### src/rtl/toggle_event_responder.sv
// Receiver for a toggle-encoded event link: synchronises t_in, turns each level change
// into a buffered event for a valid/ready consumer, and answers each consumed event with an ack toggle.
module toggle_event_responder #(
    parameter int SYNC_STAGES = 2,
    parameter int DEPTH       = 4,
    parameter int CNT_W       = 8
) (
    input  logic                         clk,
    input  logic                         rst_n,
    input  logic                         t_in,
    input  logic                         evt_ready,
    input  logic                         clr_ovf,
    output logic                         pulse_out,
    output logic                         evt_valid,
    output logic [$clog2(DEPTH+1)-1:0]   pending,
    output logic                         ack_t,
    output logic [CNT_W-1:0]             evt_count,
    output logic                         overflow
);
    localparam int PW = $clog2(DEPTH+1);

    typedef enum logic [1:0] {INIT, IDLE, BUSY, FULL} state_t;

    state_t        state_q, state_d;
    logic [1:0]    init_cnt;
    logic          init_done;
    logic          t_sync, t_prev;
    logic          det, accept, drop;
    logic [PW-1:0] pending_d;

    generate
        if (SYNC_STAGES == 0) begin : g_nosync
            assign t_sync = t_in;
        end else begin : g_sync
            logic [SYNC_STAGES-1:0] sync_q;
            always_ff @(posedge clk or negedge rst_n) begin
                if (!rst_n) begin
                    sync_q <= '0;
                end else begin
                    sync_q[0] <= t_in;
                    for (int i = 1; i < SYNC_STAGES; i++) sync_q[i] <= sync_q[i-1];
                end
            end
            assign t_sync = sync_q[SYNC_STAGES-1];
        end
    endgenerate

    // INIT holds off detection until the synchroniser and t_prev carry the real t_in level.
    assign init_done = (init_cnt == 2'(SYNC_STAGES));

    always_ff @(posedge clk or negedge rst_n) begin
        if (!rst_n) begin
            state_q  <= INIT;
            init_cnt <= '0;
        end else begin
            state_q <= state_d;
            if (state_q == INIT && !init_done) init_cnt <= init_cnt + 2'd1;
        end
    end

    always_comb begin
        state_d = state_q;
        if (state_q == INIT)            state_d = init_done ? IDLE : INIT;
        else if (pending_d == '0)       state_d = IDLE;
        else if (pending_d == PW'(DEPTH)) state_d = FULL;
        else                            state_d = BUSY;
    end

    always_comb begin
        det       = (t_sync ^ t_prev) & (state_q != INIT);
        accept    = evt_valid & evt_ready;
        drop      = det & ~accept & (state_q == FULL);
        pending_d = pending;
        if (det && !accept && state_q != FULL) pending_d = pending + PW'(1);
        else if (!det && accept)               pending_d = pending - PW'(1);
    end

    always_ff @(posedge clk or negedge rst_n) begin
        if (!rst_n) begin
            t_prev    <= 1'b0;
            pulse_out <= 1'b0;
            pending   <= '0;
            evt_valid <= 1'b0;
            ack_t     <= 1'b0;
            evt_count <= '0;
            overflow  <= 1'b0;
        end else begin
            t_prev    <= t_sync;
            pulse_out <= det;
            pending   <= pending_d;
            evt_valid <= (pending_d != '0);
            ack_t     <= ack_t ^ accept;
            evt_count <= evt_count + CNT_W'(det);
            // a drop in the same cycle as clr_ovf keeps the flag set
            overflow  <= drop | (overflow & ~clr_ovf);
        end
    end
endmodule

### config.mk
export PLATFORM = sky130hd
export DESIGN_NAME = toggle_event_responder
export DESIGN_NICKNAME = d
export VERILOG_FILES = /design/src/rtl/toggle_event_responder.sv
export SDC_FILE = /design/constraint.sdc
export NUM_CORES = 1
export LEC_CHECK = 0
export CAP_MARGIN = 25
export CELL_PAD_IN_SITES_DETAIL_PLACEMENT = 0
export CELL_PAD_IN_SITES_GLOBAL_PLACEMENT = 2
export CORE_MARGIN = 3
export CORE_UTILIZATION = 32
export DETAILED_ROUTE_END_ITERATION = 10
export GPL_TIMING_DRIVEN = 0
export PLACE_DENSITY_LB_ADDON = 0.1
export SYNTH_ARGS = -nofsm -noshare
export SYNTH_HDL_FRONTEND = slang
export SYNTH_SLANG_ARGS = --single-unit
### constraint.sdc
create_clock -name clk -period 2.3 [get_ports clk]
set_input_delay 0.575 -clock clk [delete_from_list [all_inputs] [get_ports clk]]
set_output_delay 0.575 -clock clk [all_outputs]
set_load 0.05 [all_outputs]
After elaboration in Yosys (flattened, before gate mapping)

Index checks and enable logic that the tools add are counted.

Output and inout port bits: 15
Word-level logic and storage cells: 45
Flip-flop bits (word level): 22
Input port bits: 5

Bitwise gates (word level): 10
Reduce and logical (&&, ||, !) cells: 11
Multiplexer cells: 6
Eq/ne operators: 4
$add $sub $neg: 4

Operator list:

| cell                | count |
|---|---|
| $add 8x1->8         | 1 |
| $mux 3              | 2 |
| $and 1x1->1         | 5 |
| $eq 2x2->1 const B  | 2 |
| $logic_and 1x1->1   | 4 |
| $mux 2              | 2 |
| $add 3x1->3 const B | 1 |
| $eq 3x3->1 const B  | 1 |
| $logic_not 1->1     | 3 |
| $logic_not 3->1     | 1 |
| $reduce_bool 3->1   | 1 |
| $sub 3x1->3 const B | 1 |
| $add 2x1->2 const B | 1 |
| $logic_not 2->1     | 1 |
| $mux 1              | 2 |
| $ne 2x2->1 const B  | 1 |
| $not 1->1           | 2 |
| $reduce_bool 2->1   | 1 |
| $xor 1x1->1         | 2 |
| $or 1x1->1          | 1 |

Logic depth before layout (Yosys ltp)

Gate-level depths: netlist (run 1).

Word-level depth: 10
Depth in mapped cells: 7
Depth with buffers taken out: 7

Worst setup path before layout (run 1)

Ideal clock, no wire load.

Path type: register to register
Start: register pending[0]
End: register state_q[0]
Required time: 2.181 ns
Setup time: 0.119 ns
Arrival: 1.730 ns
Stages on the path, launching flop included: 7
Path buffers: 0
Path slack: 0.451 ns
Cell sequence: dfrtp_1 > inv_1 > ha_1 > and2_1 > mux2i_1 > o221ai_2 > o21a_1

Cells in the longest elaborated chain, start to end: 7

Ends and longest elaborated chain:

| what                   | RTL line | text |
|---|---|---|
| from (decl)            | 15       | `output logic [$clog2(DEPTH+1)-1:0] pending,` |
| from (signal assigned) | 90       | `pending <= pending_d;` |
| $sub 3x1->3            | 75       | `else if (!det && accept) pending_d = pending - PW'(1);` |
| $mux 3                 | 75       |  |
| $mux 3 *               | 74       | `if (det && !accept && state_q != FULL) pending_d = pending + PW'(1);` |
| $eq 3x3->1             | 65       | `else if (pending_d == PW'(DEPTH)) state_d = FULL;` |
| $mux 1                 | 65       |  |
| $mux 2 *               | 64       | `else if (pending_d == '0) state_d = IDLE;` |
| $mux 2 *               | 63       | `if (state_q == INIT) state_d = init_done ? IDLE : INIT;` |
| net state_d[0]         | 24       | `state_t state_q, state_d;` |
| to (signal assigned)   | 56       | `state_q <= state_d;` |
| to (decl)              | 24       |  |

The timed path passes the listed nets; every way through them passes the cells marked *.
A chain may end at the register's enable or synchronous reset.

Worst setup path after layout (run 1)

Start: register pending[0]
End: output pending[0]

No word-level cell between the ends.

==> metrics.cfg, run 1 <==
[setup_path]
worstPathMaxFanout=6
worst_ep_required_time_ns=1.73
end_kind=output port
slowest_stage=clkdlybuf4s50_1
worstReg2RegStart=t_prev
cpLargestDelayFamily=buffers and inverters
worst_setup_startpoint=pending[0]
critical_path_buf_inv_count=1
slowest_delay_ns=0.83
setup.worst_path.start_class=register
crit_type=register to output port
critical_path_arrival_ns=1.59
cp_cell_sequence=clkdlybuf4s50_1

[yosys]
ys_types=24
syn_area_um2=960
synth_seq_area_share=0.574
synthesis.area_per_instance_um2=12.3
yosys_warnings=0
ys_ff_latch=22
postSynthNetCount=88
syn_inst=78

[sta]
finalMaxSlewViolations=0
worst_slew_pin_slew_ns=0.500
min_period_ns=2.17
timing.setup.tns_ns=0
maxClockFrequency_ghz=0.461
finalHoldViolations=0
rsz0062_at_grt=no
final_min_period_over_clock_period=0.943
slew-limit-headroom=0.666
finClkSkew_ns=0.00294
finalSetupViolations=0

[pwr]
leak_pwr_nw=0.540
power.density_nw_per_um2=1500
post-layout-total-power_w=0.00188
vdd_ir_drop_max_mv=0.877

[die]
floorplan.die_area_um2=3690
die_height_um=60.8
core_area_um2=2810
std_cell_rows=19
floorplan.die.width_um=60.8
io_pins=20
initial_core_utilization=0.342

[min_path]
holdCritStartpoint=g_sync.sync_q[0]
hold_path_class=register to register

[drt]
drtPass1Iterations=4
remaining_drc_errors=0
detail_route.vias_per_cell=4.62
ant_nets=0
vias=615
drt_first_iter_violations=19
route.final.wire_length_um=1680
routed_wire_length_per_instance_um=12.6

[layout]
finalNetCount=113
drive_above_1_share=0.118
antennaDiodeCount=0
flow.area_growth_from_synthesis_pct=30.5

[cts]
post_cts_hold_buffer_count=0
tritoncts_clock_tree=done
clock_latency_at_the_later_pin_of_the_worst_skew_pair_ns=0.31
cts_made_buffers=3
clockRootBuffer=clkbuf_4
cts.clk_slew.worst_paths_ns=0.12
cts-htree-levels=1
cts_max_path_buffers=2
post_cts_resize_count=0
cts_sinks=22
number_of_setup_buffers_added_after_cts=0

[grt]
largest_net_degree_at_the_start_of_global_routing=23
grt.overflow.total=0
number_of_global_route_vias_before_repair=621
grt_usage=0.112
wire_length_of_the_first_global_routing_pass_um=2950
antenna_violations_before_repair=0

[placed_design]
gp_congestion=0.685
buffer_ports.inserted=19
dp_hpwl_um=1180

[status]
outcome=finished clean

[flow_run]
cap_viol_max_count=0

## routing by layer
metal | share of wire | track usage | routed length (um)
met1 | 0.50 | 0.142 | 831
met2 | 0.45 | 0.169 | 749
met4 | 0.010 | 0.0464 | 17
met5 | 0 | 0 | 0
met3 | 0.047 | 0.0447 | 78
## synthesized netlist by cell type
library cell | number | area share
a211oi_1 | 1 | 0.0078
a21oi_2 | 1 | 0.0091
a31oi_1 | 1 | 0.0065
and2_1 | 1 | 0.0065
and4_1 | 1 | 0.0091
dfrtp_1 | 22 | 0.57
ha_1 | 5 | 0.065
inv_1 | 6 | 0.023
mux2i_1 | 1 | 0.010
nand2_1 | 6 | 0.023
nand2b_1 | 1 | 0.0065
nand3_1 | 4 | 0.021
nand3_2 | 1 | 0.010
nand4_1 | 2 | 0.013
nor2_1 | 4 | 0.016
o21a_1 | 1 | 0.0078
o21a_4 | 1 | 0.016
o21ai_0 | 4 | 0.021
o221ai_2 | 1 | 0.016
o22ai_2 | 1 | 0.013
or3_2 | 1 | 0.0078
xnor2_1 | 8 | 0.073
xor2_1 | 3 | 0.027
xor2_2 | 1 | 0.017
## layout by cell type (no fill, tap or decap), drive strengths merged
cell / n
inv: 6
buf: 1
o221ai: 1
ha: 5
o21a: 2
nand4: 2
a21oi: 1
o22ai: 1
nand2b: 1
a31oi: 1
o21ai: 4
or3: 1
and2: 1
clkbuf: 4
nor2: 4
xnor2: 8
nand2: 6
dfrtp: 22
a211oi: 1
and4: 1
nand3: 5
mux2i: 1
xor2: 4
clkdlybuf4s50: 19
## sequential cells by signal, summed over array words and instances (netlist names)
register and cells:
g_sync.sync_q 2, ack_t 1, pending 3, t_prev 1, evt_count 8, evt_valid 1, overflow 1, pulse_out 1
state_q 2, init_cnt 2
## path summary, 6_finish.rpt
path | to | slack, ns | cells past startpoint
setup / recovery | pending[0] | 0.13 | 1
hold / removal | g_sync.sync_q[1] | 0.36 | 0
setup reg to reg | evt_count[6] | 0.51 | 7
hold reg to reg | g_sync.sync_q[1] | 0.36 | 0
max in group asynchronous | init_cnt[0] | 1.44 | 2
min in group asynchronous | overflow | 0.49 | 1
## report_power, final
group | internal (W) | switching (W) | total, W
clock network | 0.0000966 | 0.000116 | 0.000213
registers | 0.000529 | 0.000142 | 0.000671
logic | 0.000380 | 0.000615 | 0.000994
total | 0.00100 | 0.000873 | 0.00188
## metrics by stage
step           hold WS (ns)  instances  utilization  area [um^2]  setup WS [ns]
3_3_place_gp          0.334        128        0.424         1190          0.207
2_1_floorplan         0.279         78            -          960          0.451
3_5_place_dp          0.341        128        0.424         1190          0.217
4_1_cts               0.370        132        0.437         1220          0.111
6_report              0.365        133        0.446         1250          0.132
5_1_grt               0.383        133        0.446         1250         0.0483
## kinds of logic after synthesis
family / Yosys count / share of synthesized area
buf+inv: 6 / 0.0235
compound gates: 11 / 0.0965
flops: 22 / 0.574
fa+ha+maj: 5 / 0.0652
xor+xnor: 12 / 0.117
simple gates: 21 / 0.113
mux: 1 / 0.0104
## area by class of cell
class	count	area, um^2
Fill cell	268	1550
Timing Repair Buffer	20	218
Clock buffer	4	36.3
Tap cell	31	38.8
Inverter	6	22.5
Multi-Input combinational cell	50	387
Sequential cell	22	551
Power figures use the tool's default switching activity.
==> run 2, diff against run 1 <==
--- a/config.mk
+++ b/config.mk
@@ -8,6 +8,7 @@
 export CAP_MARGIN = 25
 export CELL_PAD_IN_SITES_DETAIL_PLACEMENT = 0
 export CELL_PAD_IN_SITES_GLOBAL_PLACEMENT = 2
+export CORE_ASPECT_RATIO = 1.1
 export CORE_MARGIN = 3
 export CORE_UTILIZATION = 32
 export DETAILED_ROUTE_END_ITERATION = 10
==> metrics.cfg, run 2 (same netlist as run 1, synthesis figures left out) <==
[cts]
cts_max_path_buffers=2
cts_sinks=22
clock_latency_at_the_later_pin_of_the_worst_skew_pair_ns=0.29
number_of_setup_buffers_added_after_cts=0
tritoncts_clock_tree=done
cts_made_buffers=3
cts.clk_slew.worst_paths_ns=0.11
cts-htree-levels=1
post_cts_resize_count=0
clockRootBuffer=clkbuf_4
post_cts_hold_buffer_count=0

[sta]
finalSetupViolations=0
rsz0062_at_grt=no
worst_slew_pin_slew_ns=0.502
finClkSkew_ns=0.000555
fin_ws_ns=0.137
final_min_period_over_clock_period=0.941
slew-limit-headroom=0.665
finalMaxSlewViolations=0
min_period_ns=2.16
maxClockFrequency_ghz=0.462
timing.setup.tns_ns=0
finalHoldViolations=0

[drt]
routed_wire_length_per_instance_um=12.4
drtPass1Iterations=2
ant_nets=0
route.final.wire_length_um=1660
drt_first_iter_violations=5
vias=629
detail_route.vias_per_cell=4.69
remaining_drc_errors=0

[setup_path]
end_kind=output port
cpLargestDelayFamily=buffers and inverters
crit_type=register to output port
worstReg2RegStart=t_prev
worst_ep_required_time_ns=1.73
slowest_stage=clkdlybuf4s50_1
worstPathMaxFanout=6
slowest_delay_ns=0.84
critical_path_arrival_ns=1.59
cp_cell_sequence=clkdlybuf4s50_1
critical_path_buf_inv_count=1
worst_setup_startpoint=pending[0]
setup.worst_path.start_class=register

[die]
initial_core_utilization=0.339
floorplan.die_area_um2=3690
io_pins=20
die_height_um=63.4
core_area_um2=2830
std_cell_rows=20
floorplan.die.width_um=58.2

[layout]
mostFrequentLayoutCells=22 x dfrtp_1, 19 x clkdlybuf4s50_1, 8 x xnor2_1, 6 x inv_1, 6 x nand2_1
fillers=293
flow.area_growth_from_synthesis_pct=28.0
multi_input_area_um2=387
final_common_cell=dfrtp_1
regMostFlops=evt_count
drive_above_1_share=0.109
largest_register_ff_count=8
final_core_utilization=0.435
largest_registers=evt_count: 8 flops, pending: 3 flops
antennaDiodeCount=0
register_area_um2=551
finalNetCount=113

[grt]
largest_net_degree_at_the_start_of_global_routing=23
wire_length_of_the_first_global_routing_pass_um=3060
number_of_global_route_vias_before_repair=671
grt_usage=0.108
grt.overflow.total=0
antenna_violations_before_repair=0

[flow_run]
cap_viol_max_count=0

[pwr]
leak_pwr_nw=0.528
vdd_ir_drop_max_mv=0.695
power.density_nw_per_um2=1490

[min_path]
hold_path_class=register to register
holdCritStartpoint=g_sync.sync_q[0]

[placed_design]
dp_worst_setup_slack_ns=0.230
buffer_ports.inserted=19
dp_hpwl_um=1180
gp_congestion=0.717

[status]
outcome=finished clean

[run 2: changes by cell type in the layout (fill, tap and decap cells not counted)]
cell,previous run,this run
buf_16,1,0
buf_8,0,1
clkbuf_8,1,0
[run 2: worst paths after layout]
| check | slack (ns) | cells after the start | endpoint |
|---|---|---|---|
| setup / recovery | 0.14 | 1 | pending[0] |
| hold / removal | 0.36 | 0 | g_sync.sync_q[1] |
| setup reg to reg | 0.52 | 7 | evt_count[6] |
| hold reg to reg | 0.36 | 0 | g_sync.sync_q[1] |
| max in group asynchronous | 1.30 | 2 | g_sync.sync_q[0] |
| min in group asynchronous | 0.57 | 1 | pending[0] |
[run 2: metrics by stage]
step / area [um^2] / total power, W / std cells / hold slack (ns)
floorplan: 960 / 0.00137 / 78 / 0.279
global placement: 1190 / 0.00167 / 130 / 0.334
detailed placement: 1190 / 0.00168 / 130 / 0.336
CTS: 1210 / 0.00186 / 133 / 0.365
global route: 1230 / 0.00197 / 134 / 0.387
finish: 1230 / 0.00183 / 134 / 0.360
[run 2: area by class of cell]
class	count	area share
Sequential cell	22	0.448
Tap cell	33	0.0336
Multi-Input combinational cell	50	0.315
Clock buffer	3	0.0183
Inverter	6	0.0183
Timing Repair Buffer	20	0.167
[run 2: worst reg2reg max path, delay by kind of cell, from the launching register on]
family / cells / cell delay [ns]
adders and majority gates: 2 / 0.41
DFF: 1 / 0.41
xor gates and xnor gates: 2 / 0.40
and+or+nand+nor: 2 / 0.28
AOI/OAI and AO/OA: 1 / 0.22
[run 2: power breakdown]
part / internal (W) / switching (W) / total, W
Combinational: 0.000378 / 0.000613 / 0.000991
Clock: 0.0000610 / 0.000107 / 0.000168
Sequential: 0.000529 / 0.000138 / 0.000667
Total: 0.000967 / 0.000859 / 0.00183
[run 2: routing by layer]
metal / routed length [um] / vias to the layer above / GRT usage
met3: 67 / 2 / 0.0205
li1: - / 311 / -
met2: 784 / 9 / 0.172
met4: 18 / 0 / 0.0522
met1: 787 / 307 / 0.137
met5: 0 / - / 0
==> run 3, diff against run 2 <==
--- a/config.mk
+++ b/config.mk
@@ -8,7 +8,7 @@
 export CAP_MARGIN = 25
 export CELL_PAD_IN_SITES_DETAIL_PLACEMENT = 0
 export CELL_PAD_IN_SITES_GLOBAL_PLACEMENT = 2
-export CORE_ASPECT_RATIO = 1.1
+export CORE_ASPECT_RATIO = 1.75
 export CORE_MARGIN = 3
 export CORE_UTILIZATION = 32
 export DETAILED_ROUTE_END_ITERATION = 10
==> metrics.cfg, run 3 (same netlist as run 1, synthesis figures left out) <==
[pwr]
comb_power_share=0.495
power.density_nw_per_um2=1590
leak_pwr_nw=0.555
switchingPower_w=0.000888
internal-power_w=0.00114
post-layout-total-power_w=0.00203
power_switching_share=0.437
part_of_the_total_power_dissipated_in_the_clock_network=0.176
share_seq_of_total_power=0.329
vdd_ir_drop_max_mv=0.766

[layout]
mostFrequentLayoutCells=22 x dfrtp_1, 19 x clkdlybuf4s50_1, 8 x xnor2_1, 6 x inv_1, 6 x nand2_1
register_area_um2=551
drive_above_1_share=0.118
flow.area_growth_from_synthesis_pct=33.4
antennaDiodeCount=0
finalNetCount=113
regMostFlops=evt_count
multi_input_area_um2=387
final_common_cell=dfrtp_1
largest_register_ff_count=8
fillers=266
largest_registers=evt_count: 8 flops, pending: 3 flops
layout.cells.non_filler=129

[sta]
worst_hold_slack_ns=0.359
finalHoldViolations=0
rsz0062_at_grt=no
min_period_ns=2.12
finalSetupViolations=0
maxClockFrequency_ghz=0.472
finClkSkew_ns=0.00469
fin_ws_ns=0.181
slew-limit-headroom=0.665
finalMaxSlewViolations=0
final_min_period_over_clock_period=0.921
worst_slew_pin_slew_ns=0.501
timing.setup.tns_ns=0

[setup_path]
crit_type=register to output port
r2r-end=evt_count[6]
slowest_delay_ns=0.84
reg2reg_depth=7
cpLargestDelayFamily=buffers and inverters
end_kind=output port
cp_num_cells=1
worstPathMaxFanout=6
critical_path_buf_inv_count=1
rrSetupSlack_ns=0.46
setup.worst_path.start_class=register
worst_ep_required_time_ns=1.73
critical_path_arrival_ns=1.54
cp_cell_sequence=clkdlybuf4s50_1
slowest_stage=clkdlybuf4s50_1
worstReg2RegStart=t_prev

[drt]
routed_wire_length_per_instance_um=14.2
drt_first_iter_violations=1
drtPass1Iterations=4
detail_route.vias_per_cell=4.99
ant_nets=0
route.final.wire_length_um=1840
vias=644
remaining_drc_errors=0

[min_path]
hold_path_class=register to register
min_path_cells=0
holdCritStartpoint=g_sync.sync_q[0]
hold-path-endpoint=g_sync.sync_q[1]

[die]
core_area_um2=2780
std_cell_rows=25
floorplan.die.width_um=47.4
die_height_um=78.4
floorplan.die_area_um2=3720
initial_core_utilization=0.345
io_pins=20

[cts]
post_cts_hold_buffer_count=0
cts-htree-levels=1
tritoncts_clock_tree=done
clock_latency_at_the_later_pin_of_the_worst_skew_pair_ns=0.26
cts_made_buffers=3
cts_sinks=22
clockRootBuffer=clkbuf_8
post_cts_resize_count=0
number_of_setup_buffers_added_after_cts=0
cts.clk_slew.worst_paths_ns=0.08
cts_max_path_buffers=2

[grt]
grt_usage=0.117
number_of_global_route_vias_before_repair=683
antenna_violations_before_repair=0
wire_length_of_the_first_global_routing_pass_um=3080
grt.overflow.total=0
largest_net_degree_at_the_start_of_global_routing=23

[placed_design]
gp_congestion=0.661
placed_cells=124
dp_hpwl_um=1340
buffer_ports.inserted=19
dp_worst_setup_slack_ns=0.209

[flow_run]
cap_viol_max_count=0

[status]
outcome=finished clean

run 3: area by class of cell:
| type | instances | share of cell area |
|---|---|---|
| clock inverters | 1 | 0.0235 |
| clock buffers | 3 | 0.0323 |
| inverters | 6 | 0.0176 |
| well taps | 27 | 0.0264 |
| repair buffers | 20 | 0.168 |
| multi-input cells | 50 | 0.302 |
| flip-flops and latches | 22 | 0.430 |
run 3: power groups by stage:
stage / sequential (W) / combinational, W / clock, W
after floorplan: 0.00100 / 0.000369 / 0
after global placement: 0.000673 / 0.000996 / 0
after detailed placement: 0.000678 / 0.00101 / 0
after CTS: 0.000675 / 0.00102 / 0.000369
after global routing: 0.000697 / 0.00109 / 0.000387
final: 0.000669 / 0.00101 / 0.000357
run 3: worst max path at each step:
stage                    start         end
floorplan           pending[0]  state_q[0]
global route        pending[1]  pending[1]
finish              pending[1]  pending[1]
global placement     evt_ready   evt_valid
CTS                 pending[1]  pending[1]
detailed placement   evt_ready   evt_valid
run 3: per-layer routing:
layer | GRT usage | wire length [um]
met1 | 0.147 | 753
met2 | 0.177 | 964
met3 | 0.0252 | 83
met4 | 0.0665 | 34
met5 | 0 | 0
run 3: metrics by stage:
stage,instance area [um^2],utilization
after global placement,1180,0.425
after CTS,1250,0.451
after detailed placement,1180,0.425
after floorplan,960,-
after global routing,1280,0.460
final,1280,0.460
==> variant 1 (flow settings as in run 2) <==
Change the parameter `DEPTH` from 4 to 8.
--- a/src/rtl/toggle_event_responder.sv
+++ b/src/rtl/toggle_event_responder.sv
@@ -2,7 +2,7 @@
 // into a buffered event for a valid/ready consumer, and answers each consumed event with an ack toggle.
 module toggle_event_responder #(
     parameter int SYNC_STAGES = 2,
-    parameter int DEPTH       = 4,
+    parameter int DEPTH       = 8,
     parameter int CNT_W       = 8
 ) (
     input  logic                         clk,
Interface: changed (resized pending); port bits go from 20 to 21. No check against the original RTL was run, so the function may have changed too.
==> variant 1 against run 2 <==
Sequential cell count increased by 1. Clock power increased by 13%. Area after synthesis grew 4.7%. Worst setup slack got worse by 0.044 ns. Worst hold slack improved by 0.012 ns. Total power is 5.3% higher. Design area increased by 6.1%. Maximum frequency down 2.0%. Routed wire length is 7.4% higher.
==> variant 1: results (changes against run 2) <==
metric,value,unit,change
status,completed,,
reg2reg start,g_sync.sync_q[1]$_DFF_PN0_,,
Clock Skew,0.004338,ns,+0.003783 ns
1st-pass router iterations,3,,+1
Top Registers,"evt_count x8, pending x4",,
Pint,0.0009949,W,+2.8%
post-place instance area,1246,µm²,+4.6%
first-pass GRT wire length,3.139,mm,+2.7%
vias,683,,+8.6%
Synth top cells by count,"23 x dfrtp_1, 10 x xnor2_1, 8 x inv_1",,
Nets,122,,+8.0%
"Core Util, Final",45.30,%,+1.9 points
syn_nets,96,,+9.1%
first-iteration detailed-routing DRC count,12,,+7
fraction of layout cells with a size suffix above 1,7.207,%,-3.7 points
Port Buf Inserts,20,,+1
post-synthesis mux area share,0.9963,%,-0.047 points
vias in the first global route,659,,-1.8%
WL final,1.778,mm,+7.4%
Mapped Cells,86,,+10%
reg-to-reg endpoint,evt_count[7]$_DFF_PN0_,,
vias per cell,4.743,,+1.0%
clk_lat worst skew,0.31,ns,+0.02 ns
Setup WS pre-CTS,0.1331,ns,-0.09740 ns
compound-gate portion of the synthesized area,8.842,%,-0.81 points
Post-Place Cells,139,,+6.9%
crit-path max FO,7,,+1
fillers,277,,-5.5%
"CTS clk-pin slew, worst paths",0.13,ns,+0.02 ns
GPL Wtd Cong,0.6891,,-3.9%
Synth area leaders,"dfrtp_1 57%, xnor2_1 8.7%, ha_1 6.2%",,
Reg2Reg Setup Slack,0.33,ns,-0.19 ns
hold_ws,0.3718,ns,+0.01158 ns
Adder-Cell Fraction of Synth Area,6.227,%,-0.29 points
sequential cell area fraction in the yosys report,57.29,%,-0.081 points
==> variant 1: changes by cell type after synthesis, moves of 2 or more <==
| cell | change |
|---|---|
| and3_1 | +2 |
| nand2_1 | -2 |
| or2_2 | +2 |
| nand3_1 | +2 |
| inv_1 | +2 |
| xnor2_1 | +2 |
| o22ai_1 | +2 |
==> variant 1: repair_timing <==
item | CTS | global route
endpoints found under the setup margin | 0 | 1
gates resized for setup | 0 | 1
hold buffers | 0 | 0
==> variant 1: cell type report <==
class,instances,area share [%]
flip-flops and latches,23,44.15
inverters,8,2.303
repair buffers,21,17.66
clock inverters,1,0.3839
well taps,33,3.167
multi-input cells,55,30.61
clock buffers,3,1.727
==> variant 1: power groups by stage <==
stage          Clock (W)  Sequential [W]  Combinational (W)
6_report        0.000189        0.000672            0.00106
5_1_grt         0.000224        0.000699            0.00115
4_1_cts         0.000202        0.000676            0.00107
3_5_place_dp           0        0.000684            0.00107
3_3_place_gp           0        0.000679            0.00107
2_1_floorplan          0         0.00106           0.000354
==> variant 1: worst max-delay path by stage <==
stage | start | endpoint | slack, ns | depth (start not counted)
5_1_grt | pending[1]$_DFF_PN0_ | pending[1] | 0.01 | 1
3_5_place_dp | evt_ready | state_q[0]$_DFF_PN0_ | 0.13 | 6
2_1_floorplan | pending[0]$_DFF_PN0_ | state_q[0]$_DFF_PN0_ | 0.33 | 5
3_3_place_gp | evt_ready | state_q[0]$_DFF_PN0_ | 0.09 | 6
4_1_cts | pending[0]$_DFF_PN0_ | pending[0] | 0.04 | 1
6_report | pending[1]$_DFF_PN0_ | pending[1] | 0.09 | 1
==> variant 1: layer usage <==
layer | share of wire (%) | track usage [%]
met5 | 0 | 0
met4 | 1.2 | 5.949
met3 | 4.6 | 1.793
met2 | 44 | 15.71
met1 | 50 | 15.43
==> variant 2 (settings of run 2) <==
Made on the original files. Put one more register stage on the output `evt_count`, cleared by the reset. The value now appears one clock later. The other outputs are not delayed to match.
--- a/src/rtl/toggle_event_responder.sv
+++ b/src/rtl/toggle_event_responder.sv
@@ -20,6 +20,8 @@
     localparam int PW = $clog2(DEPTH+1);
 
     typedef enum logic [1:0] {INIT, IDLE, BUSY, FULL} state_t;
+
+    logic [CNT_W-1:0] evt_count_s0;
 
     state_t        state_q, state_d;
     logic [1:0]    init_cnt;
@@ -82,7 +84,7 @@
             pending   <= '0;
             evt_valid <= 1'b0;
             ack_t     <= 1'b0;
-            evt_count <= '0;
+            evt_count_s0 <= '0;
             overflow  <= 1'b0;
         end else begin
             t_prev    <= t_sync;
@@ -90,10 +92,18 @@
             pending   <= pending_d;
             evt_valid <= (pending_d != '0);
             ack_t     <= ack_t ^ accept;
-            evt_count <= evt_count + CNT_W'(det);
+            evt_count_s0 <= evt_count_s0 + CNT_W'(det);
             // a drop in the same cycle as clr_ovf keeps the flag set
             overflow  <= drop | (overflow & ~clr_ovf);
         end
     end
+    always_ff @(posedge clk or negedge rst_n) begin
+        if (!rst_n) begin
+            evt_count <= '0;
+        end else begin
+            evt_count <= evt_count_s0;
+        end
+    end
+
 endmodule
 
Function: changed (a bounded check fails within 10 cycles, from zero or initial values and one cycle with rst_n low).
==> variant 2 against run 2 <==
Area after synthesis grew 27%. Via count up 30%. Routed wire length grew 38%. Sequential cell count grew 8. Core utilization increased by 0.68 points. Design area rose by 26%. Worst setup slack worse by 0.045 ns. Sequential power is 31% higher. Global-route usage grew 1.2 points. Total power up 25%. Largest cell class unchanged.
==> variant 2: results (changes against run 2) <==
metric,value,unit,change
largest net degree at the start of global routing,20,,-13%
Antenna Cells,0,,unchanged
status,completed,,
vias,815,,+30%
Global Route Usage Sum,11.96,%,+1.2 points
GPL Wtd Cong,0.7093,,-1.0%
crit-path max FO,7,,+1
Nets,133,,+18%
vias per cell,4.711,,+0.36%
clk_lat worst skew,0.33,ns,+0.04 ns
worst hold endpoint,g_sync.sync_q[1]$_DFF_PN0_,,
DR WL/cell,13.25,µm,+7.3%
Reg2Reg Setup Slack,0.63,ns,+0.11 ns
worst relative slew slack,41.65,%,-25 points
compound-gate portion of the synthesized area,9.240,%,-0.41 points
post-synthesis mux area share,0,%,-1.0 points
fillers,360,,+23%
Adder-Cell Fraction of Synth Area,4.107,%,-2.4 points
Post-Place Cells,165,,+27%
Top Registers,"evt_count x8, evt_count_s0 x8, pending x3",,
fraction of layout cells with a size suffix above 1,12.00,%,+1.1 points
Synth area leaders,"dfrtp_1 62%, xnor2_1 6.5%, ha_1 4.1%",,
Clock Skew,0.01067,ns,+0.01011 ns
vias in the first global route,889,,+32%
Post-Synth XOR/XNOR Area,9.959,%,-1.8 points
Mapped Cells,97,,+24%
leakage power,0.6497,nW,+23%
sequential cell area fraction in the yosys report,61.60,%,+4.2 points
1st-pass router iterations,4,,+2
Synth top cells by count,"30 x dfrtp_1, 9 x xnor2_1, 6 x inv_1",,
syn_nets,106,,+20%
Setup WS pre-CTS,0.2147,ns,-0.01579 ns
Max H-tree Level,2,,+1
hpwl dp,1.628,mm,+37%
first-pass GRT wire length,4.077,mm,+33%
Worst EP arrival,1.63,ns,+0.04 ns
first-iteration detailed-routing DRC count,40,,+35
VDD IR max,0.0005692,V,-18%
Peak Freq,452.9,MHz,-2.0%
R2R depth,5,,-2
synth unique cells,32,,+33%
reg-to-reg endpoint,evt_count_s0[4]$_DFF_PN0_,,
[variant 2: cell type report]
cell class,count,area (µm²),area share [%]
well taps,48,60.06,3.893
inverters,6,22.52,1.460
clock inverters,3,21.27,1.379
plain buffers,2,7.507,0.4866
flip-flops and latches,30,750.7,48.66
repair buffers,20,205.2,13.30
multi-input cells,59,437.9,28.39
clock buffers,5,37.54,2.433
[variant 2: where the power goes]
part	switching [W]	total, W	internal [W]
combinational	0.000697	0.00110	0.000406
sequential	0.000150	0.000874	0.000724
clock	0.000191	0.000310	0.000119
total	0.00104	0.00229	0.00125
[variant 2: through the flow]
| stage | total power (W) | area (µm²) |
|---|---|---|
| 6_report | 0.002288 | 1543 |
| 2_1_floorplan | 0.001642 | 1219 |
| 3_5_place_dp | 0.001997 | 1484 |
| 3_3_place_gp | 0.001983 | 1469 |
| 5_1_grt | 0.002452 | 1543 |
| 4_1_cts | 0.002325 | 1543 |
[variant 2: routing by layer]
metal / part of all wire [%] / vias up / global-route usage (%)
li1: - / 394 / -
met5: 0 / - / 0
met2: 46 / 20 / 18.41
met1: 45 / 394 / 13.68
met4: 3.1 / 0 / 8.451
met3: 5.7 / 7 / 4.286
[variant 2: kinds of logic (layout without fill, tap and decap cells)]
family	Yosys count	after routing
flip-flops	30	30
AO/OA/AOI/OAI	15	15
XOR/XNOR	13	13
adder cells (fa/ha/maj)	4	4
buffers and inverters	8	36
AND/OR/NAND/NOR	27	27
